<file path="src/rtl/mem_port_arbiter_pkg.sv">
// Shared constants and types for the three-port RAM arbiter.
// Port numbering matches the core's requesters: fetch, load/store, I/O reader.
package tron_mem_pkg;

    localparam int NREQ = 3;
    localparam int AW   = 16;
    localparam int DW   = 16;
    localparam int PW   = 2;

    localparam logic [PW-1:0] PORT_FETCH = 2'd0;
    localparam logic [PW-1:0] PORT_DATA  = 2'd1;
    localparam logic [PW-1:0] PORT_IO    = 2'd2;
    localparam logic [PW-1:0] NO_OWNER   = 2'd3;

    typedef enum logic {
        IDLE,
        LOCKED
    } arbStateT;

    // Successor of a port index, wrapping at NREQ.
    function automatic logic [PW-1:0] nextPort(input logic [PW-1:0] p);
        return (p >= PW'(NREQ - 1)) ? '0 : p + PW'(1);
    endfunction

endpackage

</file>
<file path="src/rtl/mem_port_arbiter_if.sv">
// Requester-side bus of the RAM arbiter: per-port commands in, grants and read returns out.
// The master modport is the requester side, slave is the arbiter.
interface mem_port_arbiter_if;
    import tron_mem_pkg::*;

    logic [NREQ-1:0]    req;
    logic [NREQ-1:0]    lock;
    logic [NREQ-1:0]    wrEn;
    logic [NREQ*AW-1:0] addrIn;
    logic [NREQ*DW-1:0] dataIn;
    logic [NREQ-1:0]    gnt;
    logic [NREQ-1:0]    rdValid;
    logic [DW-1:0]      rdData;
    logic [PW-1:0]      lockOwner;

    modport master (
        output req, lock, wrEn, addrIn, dataIn,
        input  gnt, rdValid, rdData, lockOwner
    );

    modport slave (
        input  req, lock, wrEn, addrIn, dataIn,
        output gnt, rdValid, rdData, lockOwner
    );

endinterface

</file>
<file path="src/rtl/mem_port_arbiter_rr_picker.sv">
// Combinational round-robin pick: first requesting port at or after rrPtr,
// wrapping modulo NREQ. Returns a one-hot winner (zero if nobody asks) and its index.
module rr_picker
    import tron_mem_pkg::*;
(
    input  logic [NREQ-1:0] req,
    input  logic [PW-1:0]   rrPtr,
    output logic [NREQ-1:0] winner,
    output logic [PW-1:0]   winnerIdx
);

    logic [PW-1:0] candIdx [NREQ];
    logic          found;

    // candIdx[k] is the port examined k steps after rrPtr.
    generate
        for (genvar gi = 0; gi < NREQ; gi++) begin : gCand
            logic [PW:0] sum;
            assign sum          = {1'b0, rrPtr} + (PW+1)'(gi);
            assign candIdx[gi]  = (sum >= (PW+1)'(NREQ)) ? PW'(sum - (PW+1)'(NREQ))
                                                          : sum[PW-1:0];
        end
    endgenerate

    always_comb begin
        winner    = '0;
        winnerIdx = '0;
        found     = 1'b0;
        for (int k = 0; k < NREQ; k++) begin
            if (!found && req[candIdx[k]]) begin
                found              = 1'b1;
                winner[candIdx[k]] = 1'b1;
                winnerIdx          = candIdx[k];
            end
        end
    end

endmodule

</file>
<file path="src/rtl/mem_port_arbiter.sv">
// Shares the single-port program/data RAM between fetch, load/store and I/O readers.
// Round-robin with an optional bounded bus lock; read data returns two cycles after accept.
module mem_port_arbiter
    import tron_mem_pkg::*;
#(
    parameter int LOCK_MAX = 15
) (
    input  logic              clk,
    input  logic              reset,
    mem_port_arbiter_if.slave bus,
    output logic              memEn,
    output logic              memWe,
    output logic [AW-1:0]     memAddr,
    output logic [DW-1:0]     memWdata,
    input  logic [DW-1:0]     memRdata
);

    localparam int CW      = $clog2(LOCK_MAX + 1);
    localparam bit LOCK_EN = (LOCK_MAX > 1);

    arbStateT        stateReg;
    logic [PW-1:0]   rrPtrReg;
    logic [PW-1:0]   ownerReg;
    logic [CW-1:0]   lockCntReg;
    logic            tagValidReg;
    logic [PW-1:0]   tagPortReg;
    logic [NREQ-1:0] rdValidReg;

    logic [NREQ-1:0] pickOneHot;
    logic [PW-1:0]   pickIdx;
    logic [NREQ-1:0] ownerOneHot;
    logic [NREQ-1:0] selOneHot;
    logic [PW-1:0]   selIdx;
    logic [NREQ-1:0] gntNow;
    logic            accept;
    logic            selWr;
    logic            selLock;
    logic [AW-1:0]   selAddr;
    logic [DW-1:0]   selData;
    logic            lockRelease;

    rr_picker uPicker (
        .req       (bus.req),
        .rrPtr     (rrPtrReg),
        .winner    (pickOneHot),
        .winnerIdx (pickIdx)
    );

    generate
        for (genvar gi = 0; gi < NREQ; gi++) begin : gOwner
            assign ownerOneHot[gi] = (ownerReg == PW'(gi));
        end
    endgenerate

    // While locked, the owner's fields are selected even when it is not requesting,
    // so its lock bit can decide whether the bus is released.
    always_comb begin
        if (stateReg == LOCKED) begin
            selOneHot = ownerOneHot;
            selIdx    = ownerReg;
        end else begin
            selOneHot = pickOneHot;
            selIdx    = pickIdx;
        end
        gntNow = reset ? '0 : (selOneHot & bus.req);
        accept = |gntNow;
    end

    always_comb begin
        selWr   = 1'b0;
        selLock = 1'b0;
        selAddr = '0;
        selData = '0;
        for (int i = 0; i < NREQ; i++) begin
            if (selOneHot[i]) begin
                selWr   = bus.wrEn[i];
                selLock = bus.lock[i];
                selAddr = bus.addrIn[i*AW +: AW];
                selData = bus.dataIn[i*DW +: DW];
            end
        end
    end

    // lockCntReg counts locked grants already made; the LOCK_MAX-th one is the last.
    always_comb begin
        if (accept) begin
            lockRelease = !selLock || (lockCntReg == CW'(LOCK_MAX - 1));
        end else begin
            lockRelease = !selLock;
        end
    end

    always_ff @(posedge clk or posedge reset) begin
        if (reset) begin
            stateReg    <= IDLE;
            rrPtrReg    <= '0;
            ownerReg    <= NO_OWNER;
            lockCntReg  <= '0;
            memEn       <= 1'b0;
            memWe       <= 1'b0;
            memAddr     <= '0;
            memWdata    <= '0;
            tagValidReg <= 1'b0;
            tagPortReg  <= '0;
            rdValidReg  <= '0;
        end else begin
            memEn       <= accept;
            memWe       <= accept & selWr;
            tagValidReg <= accept & ~selWr;
            tagPortReg  <= selIdx;
            if (accept) begin
                memAddr  <= selAddr;
                memWdata <= selData;
                rrPtrReg <= nextPort(selIdx);
            end
            for (int i = 0; i < NREQ; i++) begin
                rdValidReg[i] <= tagValidReg && (tagPortReg == PW'(i));
            end

            case (stateReg)
                IDLE: begin
                    if (accept && selLock && LOCK_EN) begin
                        stateReg   <= LOCKED;
                        ownerReg   <= selIdx;
                        lockCntReg <= CW'(1);
                    end
                end
                LOCKED: begin
                    if (lockRelease) begin
                        stateReg   <= IDLE;
                        ownerReg   <= NO_OWNER;
                        lockCntReg <= '0;
                    end else if (accept) begin
                        lockCntReg <= lockCntReg + CW'(1);
                    end
                end
                default: stateReg <= IDLE;
            endcase
        end
    end

    assign bus.gnt       = gntNow;
    assign bus.rdValid   = rdValidReg;
    assign bus.rdData    = (|rdValidReg) ? memRdata : '0;
    assign bus.lockOwner = ownerReg;

endmodule

</file>
<file path="src/flat_wrapper.sv">
// flat-port wrapper written by rule: the top's interface ports become plain ports
module mem_port_arbiter_flat import tron_mem_pkg::*;
#(
    parameter int LOCK_MAX = 15
)
  (clk, reset, memEn, memWe, memAddr, memWdata, memRdata, bus_req, bus_lock, bus_wrEn, bus_addrIn, bus_dataIn, bus_gnt, bus_rdValid, bus_rdData, bus_lockOwner);
  mem_port_arbiter_if bus_i ();
  input  logic clk;
  input  logic reset;
  output logic memEn;
  output logic memWe;
  output logic [AW-1:0] memAddr;
  output logic [DW-1:0] memWdata;
  input  logic [DW-1:0] memRdata;
  input wire logic [$bits(bus_i.req)-1:0] bus_req;
  input wire logic [$bits(bus_i.lock)-1:0] bus_lock;
  input wire logic [$bits(bus_i.wrEn)-1:0] bus_wrEn;
  input wire logic [$bits(bus_i.addrIn)-1:0] bus_addrIn;
  input wire logic [$bits(bus_i.dataIn)-1:0] bus_dataIn;
  output wire logic [$bits(bus_i.gnt)-1:0] bus_gnt;
  output wire logic [$bits(bus_i.rdValid)-1:0] bus_rdValid;
  output wire logic [$bits(bus_i.rdData)-1:0] bus_rdData;
  output wire logic [$bits(bus_i.lockOwner)-1:0] bus_lockOwner;
  assign bus_i.req = bus_req;
  assign bus_i.lock = bus_lock;
  assign bus_i.wrEn = bus_wrEn;
  assign bus_i.addrIn = bus_addrIn;
  assign bus_i.dataIn = bus_dataIn;
  assign bus_gnt = bus_i.gnt;
  assign bus_rdValid = bus_i.rdValid;
  assign bus_rdData = bus_i.rdData;
  assign bus_lockOwner = bus_i.lockOwner;
  mem_port_arbiter #(.LOCK_MAX(LOCK_MAX)) u_core (.clk(clk), .reset(reset), .bus(bus_i), .memEn(memEn), .memWe(memWe), .memAddr(memAddr), .memWdata(memWdata), .memRdata(memRdata));
endmodule
</file>
<file path="config.mk">
export PLATFORM = sky130hd
export DESIGN_NAME = mem_port_arbiter_flat
export DESIGN_NICKNAME = d
export VERILOG_FILES = /design/src/rtl/mem_port_arbiter_pkg.sv /design/src/rtl/mem_port_arbiter_if.sv /design/src/rtl/mem_port_arbiter_rr_picker.sv /design/src/rtl/mem_port_arbiter.sv /design/src/flat_wrapper.sv
export SDC_FILE = /design/constraint.sdc
export NUM_CORES = 1
export LEC_CHECK = 0
export CORE_ASPECT_RATIO = 0.75
export CORE_UTILIZATION = 25
export CTS_CLUSTER_DIAMETER = 80
export DETAILED_ROUTE_END_ITERATION = 12
export HOLD_SLACK_MARGIN = 0.05
export PLACE_DENSITY = 0.53
export RECOVER_POWER = 50
export SETUP_SLACK_MARGIN = 0.1
export SLEW_MARGIN = 20
export SYNTH_ARGS = -nofsm -noshare
export SYNTH_HDL_FRONTEND = slang
export SYNTH_SLANG_ARGS = --single-unit
</file>
<file path="constraint.sdc">
create_clock -name clk -period 3.12 [get_ports clk]
set_clock_uncertainty 0.1 [all_clocks]
set_input_delay 0.468 -clock clk [delete_from_list [all_inputs] [get_ports clk]]
set_output_delay 0.468 -clock clk [all_outputs]
set_load 0.05 [all_outputs]
</file>
# Word level (Yosys, flattened, before mapping)
# Cells that the tools add are included.
# W data, S select, Z words.
[totals] out_inout_bits=58 inputBits=123 reg_bits=49
[op_classes] add_sub_neg=7 n_eq_ne=8 magnitude_cmp=10 n_bitwise=7 reduce_logical=19 n_mux=51
[ops] op="$mux W16" n=7
[ops] op="$mux W2" n=10
[ops] op="$mux W1" n=17
[ops] op="$mux W3" n=5
[ops] op="$mux W4" n=3
[ops] op="$logic_and A1 B1 Y1" n=9
[ops] op="$lt A2 B3 Y1 const B" n=3
[ops] op="$pmux W4 S2" n=1
[ops] op="$bmux W1 S2" n=3
[ops] op="$demux W1 S2" n=3
[ops] op="$ge A2 B1 Y1 const B" n=3
[ops] op="$ge A3 B2 Y1 const B" n=2
[ops] op="$or A3 B3 Y3" n=2
[ops] op="$reduce_or A3 Y1" n=2
[ops] op="$sub A2 B2 Y2 const B" n=3
[ops] op="$add A4 B1 Y4 const B" n=1
[ops] op="$eq A2 B1 Y1 const B" n=2
[ops] op="$eq A2 B2 Y1 const B" n=2
[ops] op="$eq A4 B4 Y1 const B" n=1
[ops] op="$ge A2 B2 Y1 const B" n=2
[ops] op="$logic_not A2 Y1" n=2
[ops] op="$pmux W2 S2" n=1
[ops] op="$reduce_and A2 Y1" n=2
[ops] op="$add A2 B1 Y3 const B" n=1
[ops] op="other kinds (11)" n=15

# Longest topological paths before layout
# Gate-level depths: netlist (run 1).
[logic_depth] depth_word=20 ltp_mapped=13

# Hierarchy
# From an unflattened synthesis (run 1), not the netlist that was laid out.
[hier_totals] hier_cells=319 hier_area_um2=2927.8
[by_module_without_submodules] module="mem_port_arbiter" cells_each=281 n_inst=1 area_each_um2=2667.6 seq_area_each_um2=1228.7
[by_module_without_submodules] module="rr_picker" cells_each=38 n_inst=1 area_each_um2=260.2 seq_area_each_um2=0.0

# Worst setup path before layout (run 1)
# OpenSTA, ideal clock, no wires.
[synth_path] path_type="in2reg" start="in reset" end="reg u_core.lockCntReg[3]" path_slack_ns=-0.336 cell_stages=8 n_path_buf=1 arrival_time_ns=3.236 required_ns=2.900 cell_sequence="inv_1 -> nand2_1 -> a21oi_1 -> a221oi_4 -> inv_2 -> buf_2 -> nand4_1 -> a31o_1"
[synth_between] elab_chain_len=5 word_cells_on_any_way=9
[synth_rtl] element="from (decl)" line="flat_wrapper.sv:9" rtl="input logic reset;"
[synth_rtl] element="$mux W3 *" line="mem_port_arbiter.sv:65" rtl="gntNow = reset ? '0 : (selOneHot & bus.req);"
[synth_rtl] element="net bus_gnt[1]" line="flat_wrapper.sv:20" rtl="output wire logic [$bits(bus_i.gnt)-1:0] bus_gnt;"
[synth_rtl] element="$reduce_or A3 Y1 *" line="mem_port_arbiter.sv:66" rtl="accept = |gntNow;"
[synth_rtl] element="net u_core.accept" line="mem_port_arbiter.sv:35" rtl="logic accept;"
[synth_rtl] element="$mux W1 / $logic_and A1 B1 Y1 (equally long branches)" line="mem_port_arbiter.sv:86, mem_port_arbiter.sv:122"
[synth_rtl] element="$mux W4 (tied with other cells)" line="mem_port_arbiter.sv:129" rtl="if (lockRelease) begin"
[synth_rtl] element="$pmux W4 S2 / $reduce_and A2 Y1 (equally long branches)"
[synth_rtl] element="to (signal assigned)" line="mem_port_arbiter.sv:134" rtl="lockCntReg <= lockCntReg + CW'(1);"
[synth_rtl] element="to (decl)" line="mem_port_arbiter.sv:24" rtl="logic [CW-1:0] lockCntReg;"
# The timed path passes the listed nets; every way through them passes the cells marked *.
# A chain may end at the register's enable or synchronous reset.

# Final worst setup path (run 1)
[layout_path] start="reg u_core.rrPtrReg[1]" end="out bus_gnt[0]"
[layout_between] elab_chain_len=14 word_cells_on_any_way=46
[layout_rtl] element="from (decl)" line="mem_port_arbiter.sv:22" rtl="logic [PW-1:0] rrPtrReg;"
[layout_rtl] element="from (signal assigned)" line="mem_port_arbiter.sv:114" rtl="rrPtrReg <= nextPort(selIdx);"
[layout_rtl] element="$add A2 B1 Y3 (tied with other cells)" line="mem_port_arbiter_rr_picker.sv:19" rtl="assign sum = {1'b0, rrPtr} + (PW+1)'(gi);"
[layout_rtl] element="$ge A3 B2 Y1 (tied with other cells)" line="mem_port_arbiter_rr_picker.sv:20" rtl="assign candIdx[gi] = (sum >= (PW+1)'(NREQ)) ? PW'(sum - (PW+1)'(NREQ))"
[layout_rtl] element="$mux W2 (tied with other cells)" line="mem_port_arbiter_rr_picker.sv:20"
[layout_rtl] element="$lt A2 B3 Y1 (not written as such) (tied with other cells)" line="mem_port_arbiter_rr_picker.sv:32" rtl="winner[candIdx[k]] = 1'b1;"
[layout_rtl] element="$logic_and A1 B1 Y1 (not written as such) (tied with other cells)" line="mem_port_arbiter_rr_picker.sv:32"
[layout_rtl] element="$mux W1 (not written as such) (tied with other cells)" line="mem_port_arbiter_rr_picker.sv:32"
[layout_rtl] element="$demux W1 S2 (tied with other cells)" line="mem_port_arbiter_rr_picker.sv:32"
[layout_rtl] element="$or A3 B3 Y3 (no line) / $mux W1 (equally long branches)"
[layout_rtl] element="$mux W3 / $logic_not A1 Y1 (equally long branches)" line="mem_port_arbiter_rr_picker.sv:30" rtl="if (!found && req[candIdx[k]]) begin"
[layout_rtl] element="$or A3 B3 Y3 (no line) / $logic_and A1 B1 Y1 (equally long branches)"
[layout_rtl] element="$mux W3 *" line="mem_port_arbiter_rr_picker.sv:30"
[layout_rtl] element="$mux W3 *" line="mem_port_arbiter.sv:58" rtl="if (stateReg == LOCKED) begin"
[layout_rtl] element="$and A3 B3 Y3 *" line="mem_port_arbiter.sv:65"
[layout_rtl] element="$mux W3 *" line="mem_port_arbiter.sv:65"
[layout_rtl] element="to (decl)" line="flat_wrapper.sv:20"
# Every way passes the cells marked *; elsewhere a longest branch is shown, timed or not. The select of a mux whose other input is x is not followed.

==> results of run 1 <==
[layer usage]
metal	share of wire	wire [µm]	up-vias	track usage
li1	-	-	1765	-
met1	0.44	5197	1709	0.2122
met2	0.48	5601	130	0.2985
met3	0.066	773	8	0.03904
met4	0.010	118	0	0.03803
met5	0	0	-	0
[cells in the final DEF (no fill, tap or decap), types with 2 or more instances in the layout]
cell             count
a21o_1              33
a21oi_1              2
a2bb2oi_1            2
a311oi_1            31
a31oi_1              3
a32oi_1              2
and2_1               3
and3b_1              3
and4_1               2
buf_12               7
buf_4               15
buf_6                2
clkbuf_1             2
clkbuf_16            6
clkdlybuf4s50_1    148
clkinvlp_4           2
dfrtp_1             47
dfstp_2              2
dlygate4sd3_1       25
dlymetal6s2s_1       2
ha_1                 3
ha_2                 2
inv_1               10
mux2i_1              3
mux2i_4              2
nand2_1             45
nand2b_1             5
nand3_1             38
nand4_1              4
nor2_1              47
nor2b_1             19
nor3_1               8
o21ai_0              6
o22ai_1              2
o31ai_1              3
or3_1                2
[area by class of cell]
cell class | instances | area, µm² | share of cell area
clock inverter | 1 | 7.507 | 0.001340
sequential | 49 | 1229 | 0.2193
tap | 166 | 207.7 | 0.03707
multi-input combinational | 296 | 1902 | 0.3394
clock buffer | 6 | 138.9 | 0.02479
timing repair buffer | 203 | 2069 | 0.3694
inverter | 12 | 48.80 | 0.008709
[how the worst max path moves through the flow]
stage	end
6_report	bus_gnt[0]
5_1_grt	bus_gnt[0]
4_1_cts	bus_gnt[0]
3_5_place_dp	u_core.stateReg
3_3_place_gp	u_core.memAddr[11]
2_1_floorplan	bus_gnt[0]
[worst max-delay path: cells and delay by family (launching register included)]
family                     cells  cell delay [ns]
AOI/OAI and AO/OA              3             0.55
adders and majority gates      1             0.20
buffers and inverters          3             0.44
DFF                            1             0.42
muxes                          1             0.30
and+or+nand+nor                1             0.15
[timing repair]
| action | CTS | global route |
|---|---|---|
| endpoints found under the setup margin | 1 | 45 |
| hold buffers | 0 | 0 |
| gates cloned | 0 | 1 |
| pin swaps | 0 | 1 |
| gates resized for setup | 2 | 10 |
| hold endpoints to repair | 0 | 0 |
| setup buffers | 0 | 2 |
[cells by family (layout without fill, tap and decap cells)]
group,after synthesis,count (layout),synth area share
muxes,6,6,0.02581
DFF,49,49,0.3727
and+or+nand+nor,184,184,0.2679
adders and majority gates,6,6,0.02277
AOI/OAI and AO/OA,100,100,0.2497
buffers and inverters,46,222,0.06110
[power by group]
part	switching [mW]	leakage, nW	internal, mW
registers	0.144	0.632	0.894
logic	2.71	1.76	1.68
clock network	0.228	0.0690	0.315
total	3.08	2.46	2.89
[per-stage QoR]
stage | total power, mW | hold WS (ns)
floorplan | 3.910 | 0.3142
global placement | 5.332 | 0.3297
detailed placement | 5.362 | 0.3336
CTS | 5.945 | 0.3436
global route | 6.417 | 0.3704
finish | 5.967 | 0.3421
[registers in the layout (all words and copies together) (netlist names)]
signal                cells
u_core.memAddr           16
u_core.memWdata          16
u_core.lockCntReg         4
u_core.bus.rdValid        3
u_core.bus.lockOwner      2
u_core.rrPtrReg           2
u_core.tagPortReg         2
u_core.memEn              1
u_core.memWe              1
u_core.stateReg           1
u_core.tagValidReg        1
==> flow_metrics.env, run 1 <==
export IMPL_status="completed"
export IMPL_holdPathStages=1
export IMPL_fin_cells=733
export IMPL_cap_violations=0
export IMPL_ff2ff_setup_slack_ns=0.30
export IMPL_finalHoldViolCount=0
export IMPL_synthTopCellsByCount="dfrtp_1 (47), nor2_1 (47), nand2_1 (45)"
export IMPL_drc=0
export IMPL_die_h_um=101.5
export IMPL_synth_cell_area_um2=3297
export IMPL_finalInstanceArea_um2=5603
export IMPL_die_area_um2=13660
export IMPL_cp_end_kind="output port"
export IMPL_fillers=1211
export IMPL_vias=3612
export IMPL_arrival_ns=2.36
export IMPL_worst_slack_ns=0.1910
export IMPL_dpl_cell_count=723
export IMPL_placed_area_um2=5370
export IMPL_synthTopCellsByArea="dfrtp_1 (36%), a311oi_1 (8.5%), a21o_1 (7.5%), nand3_1 (5.8%), nor2_1 (5.4%)"
export IMPL_grt_max_degree=63
export IMPL_drv_slew=0
export IMPL_path_max_fanout=4
export IMPL_place_congestion=0.8719
export IMPL_core_um2=12570
export IMPL_placement_rows=35
export IMPL_grt_pass1_vias=3508
export IMPL_cp_slowest_cell="dfrtp_1"
export IMPL_grt_first_pass_wirelength_um=18020
export IMPL_required_ns=2.55
export IMPL_min_path_type="reg2reg"
export IMPL_drive_above_1_share=0.09700
export IMPL_worstSkewPairLatency_ns=0.29
export IMPL_tightest_slew_ns=1.268
export IMPL_drt_wl_total_um=11690
export IMPL_async_flop_share=1.000
export IMPL_finalCriticalPeriod_ns=2.929
export IMPL_syn_nets=520
export IMPL_setup_viol=0
export IMPL_p_leak_nw=2.460
export IMPL_synth_distinct_cells=51
export IMPL_slowest_delay_ns=0.42
export IMPL_min_delay_start="u_core.tagPortReg[1]"
export IMPL_drt_iter0_markers=250
export IMPL_hpwl_um=8799
export IMPL_clk_pin_slew_ns=0.07
export IMPL_cts_tree="yes"
export IMPL_ctsRootBufferMaster="clkbuf_16"
export IMPL_synth_edff_count=0
export IMPL_io_pins=181
export IMPL_syn_avg_cell_area_um2=8.432
export IMPL_power_density_nw_per_um2=1065
export IMPL_pre_cts_ws_ns=-0.08951
export IMPL_layout_nets=696
export IMPL_rsz0062_at_grt="true"
export IMPL_cts_max_path_buffers=2
export IMPL_clock_sinks=49
export IMPL_tns_ns=0
export IMPL_yosysSeqAreaShare=0.3727
export IMPL_ant_nets=0
export IMPL_peakVddDrop_uv=692.2
export IMPL_antenna_cells=0
export IMPL_post_route_util=0.4458
export IMPL_synth_seq_cells=49
export IMPL_grt_antenna_before_repair=0
export IMPL_worstSetupStartpoint="u_core.rrPtrReg[1]"
export IMPL_areaGrowthSynthToFinish_pct=69.94
export IMPL_yosysTopAreaCell="dfrtp_1"
export IMPL_drt_pass1_iter_count=5
export IMPL_htree_num_levels=2
export IMPL_yosysWarnings=0
export IMPL_synthFlopType="dfrtp_1"
export IMPL_routedWlPerCell_um=15.95
export IMPL_fmax_ghz=0.3414
export IMPL_io_buffer_count=180
export IMPL_holdPathEnd="u_core.bus.rdValid[0]"
export IMPL_synth_cells=391
export IMPL_worstReg2RegStart="u_core.rrPtrReg[1]"
export IMPL_synth_top_area_frac=0.3567
export IMPL_initial_core_util=0.2623
export IMPL_finalCritPeriodShare=0.9388
export IMPL_vias_per_cell=4.928
export IMPL_path_class="reg2out"
export IMPL_worstReg2RegEnd="u_core.memWdata[2]"
export IMPL_die_w_um=134.6
export IMPL_crit_chain="inv_1 > ha_4 > mux2i_2 > o22ai_1 > a211oi_2 > o31ai_4 > buf_6 > and2_1 > buf_12"
export IMPL_grt_overflow_total=0
export IMPL_cts_inserted_buffers=5
export IMPL_grt_total_usage=0.1696
export IMPL_worstSetupStartpointType="flip-flop"
export IMPL_reg2reg_depth=11
export IMPL_relSlewSlack=0.1544
Power figures use the tool's default switching activity.
==> inputs of run 2 (changes only) <==
Settings changed: CAP_MARGIN set to 20, SETUP_SLACK_MARGIN 0.1 to not set.
==> flow_metrics.env, run 2 (synthesized netlist as in run 1, its figures left out) <==
export IMPL_clock_sinks=49
export IMPL_path_class="in2out"
export IMPL_status="completed"
export IMPL_setup_viol=0
export IMPL_drc=0
export IMPL_reg_top3="u_core.memAddr (16), u_core.memWdata (16), u_core.lockCntReg (4)"
export IMPL_vias=3599
export IMPL_crit_family="buffers and inverters"
export IMPL_holdPathEnd="u_core.bus.rdValid[0]"
export IMPL_dpl_cell_count=723
export IMPL_grt_total_usage=0.1694
export IMPL_final_cell_mix="clkdlybuf4s50_1 (150), nor2_1 (47), dfrtp_1 (47), nand2_1 (45), nand3_1 (38)"
export IMPL_areaGrowthSynthToFinish_pct=67.78
export IMPL_power_frac_seq=0.178
export IMPL_grt_pass1_vias=3503
export IMPL_cts_setup_buffers=0
export IMPL_clk_pin_slew_ns=0.07
export IMPL_ant_nets=0
export IMPL_io_pins=181
export IMPL_finalPower_mw=5.844
export IMPL_initial_core_util=0.2623
export IMPL_worstSetupStartpointType="input pin"
export IMPL_grt_overflow_total=0
export IMPL_fmax_ghz=0.3372
export IMPL_grt_max_degree=63
export IMPL_drv_slew=0
export IMPL_ff2ff_setup_slack_ns=0.28
export IMPL_finalCriticalPeriod_ns=2.965
export IMPL_slowest_delay_ns=0.60
export IMPL_drive_above_1_share=0.08688
export IMPL_fin_cells=730
export IMPL_power_switching_mw=3.041
export IMPL_tightest_slew_ns=1.274
export IMPL_relSlewSlack=0.1504
export IMPL_finalCritPeriodShare=0.9504
export IMPL_p_leak_nw=2.410
export IMPL_min_path_type="reg2reg"
export IMPL_grt_first_pass_wirelength_um=18000
export IMPL_drt_iter0_markers=244
export IMPL_pwr_share_clk=0.093
export IMPL_path_buf_inv=3
export IMPL_vias_per_cell=4.930
export IMPL_die_w_um=134.6
export IMPL_final_common_cell="clkdlybuf4s50_1"
export IMPL_place_congestion=0.8719
export IMPL_rsz0062_at_grt="false"
export IMPL_peakVddDrop_uv=685.9
export IMPL_p_comb_frac=0.729
export IMPL_power_density_nw_per_um2=1057
export IMPL_internal_power_mw=2.803
export IMPL_cts_inserted_buffers=5
export IMPL_ctsRootBufferMaster="clkbuf_16"
export IMPL_placement_rows=35
export IMPL_crit_chain="clkdlybuf4s50_1 > nor2b_1 > and4_1 > a211oi_2 > o31ai_4 > buf_4 > and2_1 > buf_12"
export IMPL_die_area_um2=13660
export IMPL_cp_end_kind="output port"
export IMPL_grt_antenna_before_repair=0
export IMPL_cap_violations=0
export IMPL_layout_nets=693
export IMPL_drt_wl_total_um=11520
export IMPL_worstReg2RegEnd="u_core.lockCntReg[3]"
export IMPL_worstSkewPairLatency_ns=0.29
export IMPL_io_buffer_count=180
export IMPL_required_ns=2.55
export IMPL_finalHoldViolCount=0
export IMPL_die_h_um=101.5
export IMPL_antenna_cells=0
export IMPL_power_share_switching=0.5203
export IMPL_drt_pass1_iter_count=4
export IMPL_worstReg2RegStart="u_core.rrPtrReg[0]"
export IMPL_cts_max_path_buffers=2
export IMPL_reg2reg_depth=9
export IMPL_cts_tree="yes"
export IMPL_arrival_ns=2.40
export IMPL_core_um2=12570
export IMPL_cp_slowest_cell="clkdlybuf4s50_1"
export IMPL_hpwl_um=8799
export IMPL_htree_num_levels=2
export IMPL_path_max_fanout=7
export IMPL_min_delay_start="u_core.tagPortReg[1]"
export IMPL_routedWlPerCell_um=15.77
export IMPL_holdPathStages=1
==> run 2: layout make-up <==
cell class / instances / area, µm²
flip-flops and latches: 49 / 1229
repair buffers: 200 / 2008
multi-input cells: 296 / 1892
inverters: 12 / 48.80
clock buffers: 6 / 138.9
clock inverters: 1 / 7.507
well taps: 166 / 207.7
fillers: 1220 / 7037
==> run 2: worst max-delay path by stage <==
| stage | end | start | slack, ns | cells after the start |
|---|---|---|---|---|
| global route | bus_gnt[0] | u_core.rrPtrReg[0] | 0.004 | 9 |
| floorplan | bus_gnt[0] | u_core.rrPtrReg[0] | 0.20 | 9 |
| global placement | u_core.memAddr[11] | bus_req[1] | 0.04 | 9 |
| detailed placement | u_core.stateReg | bus_req[1] | -0.09 | 9 |
| finish | bus_gnt[0] | bus_req[2] | 0.15 | 8 |
| CTS | bus_gnt[0] | u_core.rrPtrReg[1] | 0.001 | 9 |
==> run 2: layer usage <==
layer	track usage	part of all wire	wire length (µm)	vias up
li1	-	-	-	1761
met1	0.2119	0.44	5064	1684
met2	0.2981	0.48	5517	144
met3	0.03904	0.069	799	10
met4	0.03803	0.012	133	0
met5	0	0	0	-
==> run 2: per-stage QoR <==
| stage | util | hold WS (ns) | area, µm² | setup WS [ns] | setup TNS [ns] |
|---|---|---|---|---|---|
| 2_1_floorplan | - | 0.3142 | 3304 | 0.2040 | 0 |
| 3_3_place_gp | 0.4273 | 0.3297 | 5370 | 0.03629 | 0 |
| 5_1_grt | 0.4401 | 0.3704 | 5532 | 0.003791 | 0 |
| 4_1_cts | 0.4389 | 0.3436 | 5517 | 0.001255 | 0 |
| 6_report | 0.4401 | 0.3434 | 5532 | 0.1546 | 0 |
| 3_5_place_dp | 0.4273 | 0.3336 | 5370 | -0.08951 | -0.7715 |
==> run 2: what timing repair did <==
| item | CTS | global route |
|---|---|---|
| endpoints found under the setup margin | 0 | 28 |
| hold buffers | 0 | 0 |
| resized for setup | 0 | 6 |
==> run 2: power groups by stage <==
stage | registers, mW | logic, mW | clock network (mW)
after floorplan | 1.69 | 2.22 | 0
after global placement | 1.05 | 4.28 | 0
after detailed placement | 1.05 | 4.31 | 0
after CTS | 1.05 | 4.32 | 0.568
after global routing | 1.07 | 4.62 | 0.591
final | 1.04 | 4.26 | 0.542
==> RTL change: new RTL, config.mk and constraints of run 2 <==
Make the reset (`reset`) synchronous in one clocked block.
--- a/src/rtl/mem_port_arbiter.sv
+++ b/src/rtl/mem_port_arbiter.sv
@@ -91,5 +91,5 @@
     end
 
-    always_ff @(posedge clk or posedge reset) begin
+    always_ff @(posedge clk) begin
         if (reset) begin
             stateReg    <= IDLE;
Check against the original RTL: differs if reset is asserted again (counterexample within 4 cycles, from zero or initial values and one cycle with reset high); with reset held inactive, the same outputs for 10 cycles.
==> RTL change against run 2 <==
Synthesized cell count is 8.7% lower; combinational power decreased by 11%; area after synthesis fell by 8.0%; register-to-register slack got worse by 0.13 ns; power decreased by 11%; worst setup slack worse by 0.060 ns; die area fell by 7.8%; count of clock-buffer cells in the layout decreased by 1; via count fell by 0.33%; sequential cell count is the same; wire length decreased by 0.23%; design area down 1.7%; global-route usage up 1.2 points; critical endpoint unchanged; largest power group unchanged; highest routed layer unchanged.
==> RTL change: results (changes against run 2) <==
[sta]
max_slew_margin = 0.514  ; +0.363
setup_viol = 0  ; unchanged
setup_ws_ns = 0.0941  ; -0.0605 ns

[power]
vdd_drop_max_mv = 0.367  ; -47%
power_leakage_nw = 2.06  ; -15%

[final_layout]
n_antenna_cell = 0  ; unchanged
final_nets = 675  ; -2.6%
drive_gt1_frac = 0.130  ; +0.0434
top_regs = u_core.memAddr (16), u_core.memWdata (16), u_core.lockCntReg (4)

[min_path]
hold_start = u_core.tagPortReg[0]
hold_depth = 1  ; unchanged
min_path_type = reg2reg
whs_endpoint = u_core.bus.rdValid[2]

[clock_network]
htreeDepth = 2  ; unchanged
clock-sinks = 49  ; unchanged
cts_made_buffers = 5  ; unchanged
cts_buffer_depth = 2  ; unchanged
clock-root-buffer = clkbuf_16
path_clk_slew_ns = 0.06
clkLatencyLatePin_ns = 0.28

[setup_path]
timing.rr.start = u_core.rrPtrReg[0]
rrSetupSlack_ns = 0.15  ; -0.13 ns
crit_slowest_cell = clkdlybuf4s50_1
cp.arrival_ns = 2.46  ; +0.06 ns
reg2reg_depth = 10  ; +1
r2r-end = u_core.lockCntReg[1]
path_max_fanout = 6  ; -1
crit_path_max_incr_delay_ns = 0.53  ; -0.07 ns
crit_family = buffers and inverters

[global_routing]
met2_usage = 0.282  ; -0.0165
antenna_found_initial = 0  ; unchanged
grt_pass1_wl_mm = 18.1  ; +0.42%
gr-usage-met1 = 0.249  ; +0.0368
grt_use_total = 0.182  ; +0.0124
grt_pass1_vias = 3414  ; -2.5%
grtUsageMet3 = 0.0507  ; +0.0116
gr-total-overflow = 0  ; unchanged
grt_max_degree = 36  ; -43%

[routing]
drtPass1Iterations = 4  ; unchanged
wl_per_cell_microns = 16.2  ; +3.0%
viasPerCell = 5.07  ; +2.9%
drtIter0Drc = 146  ; -40%

[logic_synthesis]
synth_cell_types = 61  ; +20%
seq_area_frac_synth = 0.323  ; -0.0494
syn_nets = 486  ; -6.5%
synthFlopType = dfxtp_1
synth_common_cells = dfxtp_1, nand2_1, a21oi_1
yosys_warnings = 0  ; unchanged
synth.area.top_cells = dfxtp_1, a221o_1, o211ai_1
async_flop_share = 0  ; -1.00

[placed_design]
place_area_sq_um = 5250  ; -2.3%
port_buffers = 180  ; unchanged
hpwl_mm = 8.86  ; +0.73%
post-place-ws_ns = -0.0911  ; -0.00158 ns
gp_congestion = 0.903  ; +3.6%

[run_status]
outcome = finished clean

==> RTL change: cell count changes after synthesis, moves of 31 or more <==
| cell | delta |
|---|---|
| nand3_1 | -34 |
| a311oi_1 | -32 |
| a21oi_1 | +38 |
| dfrtp_1 | -47 |
| dfxtp_1 | +49 |
| nor2_1 | -33 |
| a221o_1 | +31 |
| o211ai_1 | +31 |
| a21o_1 | -32 |
==> RTL change: how the worst max path moves through the flow <==
stage               depth (start not counted)                    to          startpoint
finish                                      8            bus_gnt[0]          bus_req[1]
global route                                9          u_core.memWe  u_core.rrPtrReg[0]
CTS                                         9            bus_gnt[0]  u_core.rrPtrReg[0]
detailed placement                          9  u_core.lockCntReg[1]          bus_req[0]
global placement                            9  u_core.lockCntReg[1]          bus_req[1]
floorplan                                  10            bus_gnt[2]  u_core.rrPtrReg[0]
==> RTL change: kinds of logic (layout without fill, tap and decap cells) <==
group                      Yosys count  after routing  synth area share
buffers and inverters               40            228            0.0557
adders and majority gates            6              6            0.0247
AOI/OAI and AO/OA                  145            145             0.379
muxes                                7              7            0.0272
DFF                                 49             49             0.323
and+or+nand+nor                    110            110             0.190
==> RTL change: layer usage <==
metal / vias to the layer above / wire, microns
met5: - / 0
met4: 0 / 159
met3: 15 / 1130
met2: 183 / 5010
met1: 1643 / 5190
li1: 1746 / -
==> RTL change: where the power goes <==
part / switching [W] / internal, W / leakage [nW]
Clock: 0.000218 / 0.000287 / 0.0655
Sequential: 0.0000920 / 0.000783 / 0.402
Combinational: 0.00213 / 0.00168 / 1.59
Total: 0.00244 / 0.00275 / 2.06
==> RTL change: layout make-up <==
type / instances / area (sq um)
fillers: 1121 / 6260
repair buffers: 214 / 2130
multi-input cells: 268 / 1960
flip-flops and latches: 49 / 985
well taps: 162 / 203
clock buffers: 5 / 125
inverters: 8 / 30.0
clock inverters: 1 / 5.00
==> RTL change: stage by stage <==
step | TNS (ns) | power [W] | instances | hold slack, ns | utilization
2_1_floorplan | 0 | 0.00326 | 357 | 0.314 | -
4_1_cts | 0 | 0.00520 | 706 | 0.346 | 0.460
5_1_grt | -0.0236 | 0.00557 | 707 | 0.360 | 0.465
3_5_place_dp | -0.150 | 0.00467 | 700 | 0.336 | 0.449
6_report | 0 | 0.00519 | 707 | 0.344 | 0.465
3_3_place_gp | -0.138 | 0.00465 | 700 | 0.328 | 0.449
==> RTL change: repair_timing <==
item / CTS / global route
endpoints found under the hold margin: 0 / 0
resized for setup: 3 / 7
setup endpoints to repair: 2 / 4
hold buffers: 0 / 0
gates cloned: 0 / 0
buffers inserted: 0 / 1
